===== src/rtl/capture_controller.sv =====
// capture_controller: triggered frame capture of one ADC channel into a circular sample RAM
module capture_controller #(
  parameter int DEPTH = 640,
  parameter int WIDTH = 10,
  parameter int ADDR_W = 10,
  parameter int AUTO_TIMEOUT = 1000
) (
  input  logic              i_clk,
  input  logic              i_rst,
  input  logic              i_sample_valid,
  input  logic [WIDTH-1:0]  i_sample,
  input  logic [WIDTH-1:0]  i_level,
  input  logic              i_edge,
  input  logic [1:0]        i_mode,
  input  logic              i_arm,
  input  logic [ADDR_W-1:0] i_pretrig,
  input  logic              i_frame_ack,
  output logic              o_wr_en,
  output logic [ADDR_W-1:0] o_wr_addr,
  output logic [WIDTH-1:0]  o_wr_data,
  output logic [ADDR_W-1:0] o_frame_base,
  output logic              o_frame_ready,
  output logic              o_triggered,
  output logic [2:0]        o_state
);
  typedef enum logic [2:0] {IDLE, PREFILL, ARMED, POST, HOLD} state_t;
  localparam int AW = $clog2(AUTO_TIMEOUT + 1);
  localparam logic [ADDR_W-1:0] LAST = ADDR_W'(DEPTH - 1);
  localparam logic [ADDR_W:0] DEP = (ADDR_W + 1)'(DEPTH);
  localparam logic [AW-1:0] TMO = AW'(AUTO_TIMEOUT - 1);
  state_t state;
  logic [ADDR_W-1:0] ptr, pre, cnt, trig_addr, nxt_ptr, pre_in, t;
  logic [ADDR_W:0] base_x;
  logic [1:0] mode;
  logic [WIDTH-1:0] prev;
  logic prev_ok, wr, go_pre, real_trig, hit;
  logic [AW-1:0] acnt;
  assign o_state = state;
  always_comb begin
    wr = i_sample_valid && (state == ARMED || state == POST || (state == PREFILL && cnt != pre));
    nxt_ptr = (ptr == LAST) ? '0 : ptr + ADDR_W'(1);
    pre_in = (i_pretrig > LAST) ? LAST : i_pretrig;
    go_pre = (state == IDLE && (i_mode != 2'b10 || i_arm)) || (state == HOLD && i_frame_ack && mode != 2'b10);
    real_trig = prev_ok && (i_edge ? (prev > i_level && i_sample <= i_level)
                                   : (prev < i_level && i_sample >= i_level));
    hit = state == ARMED && i_sample_valid && (real_trig || (mode == 2'b00 && acnt == TMO));
    t = (state == ARMED) ? ptr : trig_addr;
    base_x = {1'b0, t} + ((t < pre) ? DEP : '0) - {1'b0, pre};
  end
  always_ff @(posedge i_clk) begin
    if (i_rst) begin
      state <= IDLE;
      ptr <= '0;
      pre <= '0;
      cnt <= '0;
      trig_addr <= '0;
      mode <= '0;
      prev <= '0;
      prev_ok <= 1'b0;
      acnt <= '0;
      o_wr_en <= 1'b0;
      o_wr_addr <= '0;
      o_wr_data <= '0;
      o_frame_base <= '0;
      o_frame_ready <= 1'b0;
      o_triggered <= 1'b0;
    end else begin
      o_wr_en <= wr;
      if (wr) begin
        o_wr_addr <= ptr;
        o_wr_data <= i_sample;
        ptr <= nxt_ptr;
        prev <= i_sample;
        prev_ok <= 1'b1;
      end
      if (go_pre) begin
        state <= PREFILL;
        pre <= pre_in;
        mode <= i_mode;
        cnt <= '0;
        acnt <= '0;
        prev_ok <= 1'b0;
        o_frame_ready <= 1'b0;
      end else begin
        case (state)
          PREFILL: begin
            if (cnt == pre) state <= ARMED;
            else if (wr) begin
              cnt <= cnt + ADDR_W'(1);
              if (cnt + ADDR_W'(1) == pre) state <= ARMED;
            end
          end
          ARMED: begin
            if (i_sample_valid) acnt <= acnt + AW'(1);
            if (hit) begin
              trig_addr <= ptr;
              o_triggered <= real_trig;
              cnt <= '0;
              state <= (pre == LAST) ? HOLD : POST;
              if (pre == LAST) begin
                o_frame_ready <= 1'b1;
                o_frame_base <= base_x[ADDR_W-1:0];
              end
            end
          end
          POST: begin
            if (wr) begin
              cnt <= cnt + ADDR_W'(1);
              if (cnt == LAST - pre - ADDR_W'(1)) begin
                state <= HOLD;
                o_frame_ready <= 1'b1;
                o_frame_base <= base_x[ADDR_W-1:0];
              end
            end
          end
          HOLD: begin
            if (i_frame_ack) begin
              state <= IDLE;
              o_frame_ready <= 1'b0;
            end
          end
          default: state <= IDLE;
        endcase
      end
    end
  end
endmodule


===== config.mk =====
export PLATFORM = sky130hd
export DESIGN_NAME = capture_controller
export DESIGN_NICKNAME = d
export VERILOG_FILES = /design/src/rtl/capture_controller.sv
export SDC_FILE = /design/constraint.sdc
export NUM_CORES = 1
export LEC_CHECK = 0
export CAP_MARGIN = 20
export CELL_PAD_IN_SITES_DETAIL_PLACEMENT = 0
export CELL_PAD_IN_SITES_GLOBAL_PLACEMENT = 2
export CORE_MARGIN = 1.5
export CORE_UTILIZATION = 30
export CTS_CLUSTER_DIAMETER = 80
export DETAILED_ROUTE_END_ITERATION = 7
export GPL_ROUTABILITY_DRIVEN = 0
export PLACE_DENSITY_LB_ADDON = 0.1
export SYNTH_ARGS = -nofsm -noshare
export SYNTH_HDL_FRONTEND = slang
export SYNTH_SLANG_ARGS = --single-unit

===== constraint.sdc =====
create_clock -name i_clk -period 4.89 [get_ports i_clk]
set_clock_uncertainty 0.15 [all_clocks]
set_input_delay 0.489 -clock i_clk [delete_from_list [all_inputs] [get_ports i_clk]]
set_output_delay 0.489 -clock i_clk [all_outputs]
set_load 0.01 [all_outputs]

==> results.json <==
{
  "status": "complete, no violations",
  "end_kind": "register",
  "path_max_fanout": 10,
  "yosys.area.top_type": "dfxtp_1",
  "syn_inst": 670,
  "cts_max_path_buffers": 2,
  "synth_compound_area_share_pct": 14.4,
  "cts.root.buffer_cell": "clkbuf_16",
  "critical_path.cell_chain": "inv_2 > or3_4 > nand2_1 > nand2_1 > ha_1 > fa_1 > a31oi_1 > o21ai_0 > a21o_1 > a2111oi_0 > or3_1 > fa_1 > ha_1 > o21ai_0 > nand2b_1 > a21oi_1 > xnor2_1 > a211oi_1",
  "numCtsBuffers": 9,
  "ys_ff_latch": 89,
  "finalHoldViolCount": 0,
  "coreArea_um2": 17900,
  "synth_flop_cell": "dfxtp_1",
  "total_power_mw": 2.72,
  "cts_tree": "done",
  "holdPathStages": 2,
  "synthXorXnorAreaFrac_pct": 7.62,
  "antenna_left": 0,
  "synthDistinctLibCells": 62,
  "synth_top_family_by_area": "simple AND/OR/NAND/NOR gates",
  "power.internal_mw": 1.63,
  "synth_adder_area_share_pct": 11.4,
  "finalSetupTns_ns": 0,
  "htreeDepth": 3,
  "p_comb_share_pct": 39.5,
  "hold_buffers": 0,
  "synthArstFlopShare_pct": 0,
  "start_util_pct": 30.5,
  "grt_pass1_wl_um": 25000,
  "synthTopCellsByArea": "dfxtp_1 33%, ha_1 9.6%, nor2_1 6.6%",
  "swShare_pct": 40.0,
  "synth-edff-count": 0,
  "ff2ff_path_depth": 18,
  "p_per_area_nw_per_um2": 407,
  "layout-drive-gt1-share_pct": 5.32,
  "clk_pin_slew_ns": 0.07,
  "antenna_found_initial": 0,
  "rows": 49,
  "yosysMostFrequentCell": "nor2_1",
  "syn_nets": 755,
  "ctsResizeCount": 0,
  "rsz0062_at_grt": "false",
  "gr-total-overflow": 0,
  "post_drt_wl_per_cell_um": 16.1,
  "synth_top_area_share_pct": 32.6,
  "drc": 0,
  "io_buffers": 73,
  "drt_first_iter_violations": 241,
  "fin_nets": 813,
  "critPathMaxStageDelay_ns": 0.45,
  "pwr-share-clk_pct": 26.0,
  "start_kind": "register",
  "syn_to_final_growth_pct": 22.3,
  "die_height_um": 138,
  "p_leak_nw": 2.73,
  "yosys-top-cells-count": "96 x nor2_1, 89 x dfxtp_1, 56 x nand2_1",
  "drt_first_pass_iters": 4,
  "num_vias": 4779,
  "routed_via_density": 4.97,
  "synth_simple_gate_area_share_pct": 22.0,
  "final.min_clock_period_ns": 4.44,
  "timing.slew.headroom_pct": 33.2,
  "ir_drop_mv": 0.181,
  "crit_type": "register to register",
  "antenna_cells": 0,
  "finalWirelength_um": 15500,
  "postCtsSetupRepairBufs": 0,
  "cp.required_ns": 5.00,
  "synth-seq-area-share_pct": 32.6,
  "setup_viol_count_final": 0,
  "clock_latency_ns": 0.35,
  "track_usage_pct": 17.0,
  "arrival_ns": 4.55,
  "tightest_slew_ns": 0.992,
  "hpwl_um": 11600,
  "die_w_um": 138,
  "grt_pass1_vias": 4720,
  "seq_power_share_pct": 34.5,
  "drv_slew": 0,
  "switching_power_mw": 1.09,
  "hp-class": "register to register",
  "yosys-mux-area-fraction_pct": 6.04,
  "die_area_um2": 19000,
  "avgSynthCellArea_um2": 8.16,
  "maxCapViolations": 0,
  "grt_max_degree": 52,
  "worst_path_max_delay_cell": "or3_4",
  "synth_area_um2": 5470,
  "max_clock_freq_ghz": 0.225,
  "yosysWarnings": 0,
  "clock_sinks": 89,
  "io_pins": 74,
  "period_share_pct": 90.8
}
per-layer routing:
metal,global-route usage [%],wire length (um)
met2,26.2,6700
met4,4.98,196
met5,0,0
met1,23.7,7830
met3,3.62,744
path summary, 6_finish.rpt:
check | slack (ns) | end | startpoint
max | 0.45 | o_frame_base[9]$_SDFFE_PP0P_ | o_state[1]$_SDFFE_PP0P_
min | 0.33 | prev_ok$_SDFFE_PP0P_ | prev_ok$_SDFFE_PP0P_
max reg2reg | 0.45 | o_frame_base[9]$_SDFFE_PP0P_ | o_state[1]$_SDFFE_PP0P_
min reg2reg | 0.33 | prev_ok$_SDFFE_PP0P_ | prev_ok$_SDFFE_PP0P_
critical path: cells and delay by family (launching register included):
| family | cells | cell delay, ns |
|---|---|---|
| xor gates and xnor gates | 1 | 0.10 |
| and+or+nand+nor | 5 | 0.92 |
| DFF | 1 | 0.43 |
| AOI/OAI and AO/OA | 7 | 1.36 |
| buffers and inverters | 1 | 0.10 |
| adders and majority gates | 4 | 1.30 |
state kept, by name, indices dropped and copies added, names as in the netlist:
| register | flops |
|---|---|
| pre | 10 |
| cnt | 10 |
| o_triggered | 1 |
| mode | 2 |
| o_wr_en | 1 |
| ptr | 10 |
| acnt | 10 |
| o_state | 3 |
| o_frame_base | 10 |
| o_wr_addr | 10 |
| o_frame_ready | 1 |
| trig_addr | 10 |
| prev_ok | 1 |
| prev | 10 |
through the flow:
step                setup slack, ns  instance area, um^2  util (%)  hold slack, ns  std cells
floorplan                     0.450                 5470         -           0.289        670
global route                 0.0371                 6690      37.3           0.352        962
global placement              0.479                 6380      35.7           0.298        946
finish                        0.452                 6690      37.3           0.325        962
CTS                           0.354                 6680      37.3           0.323        962
detailed placement            0.378                 6380      35.7           0.302        946
logic make-up after synthesis:
group / after synthesis
and+or+nand+nor: 254
AOI/OAI and AO/OA: 125
DFF: 89
buffers and inverters: 76
adders and majority gates: 47
xor gates and xnor gates: 46
muxes: 33
power by group through the flow:
stage / registers [mW] / logic [mW] / clock network, mW
2_1_floorplan: 0.896 / 0.794 / 0
3_3_place_gp: 0.952 / 1.08 / 0
3_5_place_dp: 0.954 / 1.08 / 0
4_1_cts: 0.938 / 1.09 / 0.742
5_1_grt: 0.955 / 1.21 / 0.769
6_report: 0.940 / 1.07 / 0.709
cells in the final DEF, fill, tap and decap left out, drive strengths merged, types with 9 or more instances in the layout:
cell type      count
nand4             16
nor3              19
mux2i             33
nand3             23
nor2              97
xor2              17
dfxtp             89
buf                9
a21oi             41
xnor2             28
o21ai             31
or3               10
clkbuf             9
clkdlybuf4s50     72
nand2             56
inv               46
ha                42
area by class of cell:
class                           instances  area (um^2)
Tap cell                              229          287
Timing Repair Buffer                   81          786
Inverter                               42          158
Multi-Input combinational cell        505         3380
Clock buffer                            9          225
Clock inverter                          7         72.6
Fill cell                            1879        11200
Sequential cell                        89         1780
(Power assumes the default switching activity.)
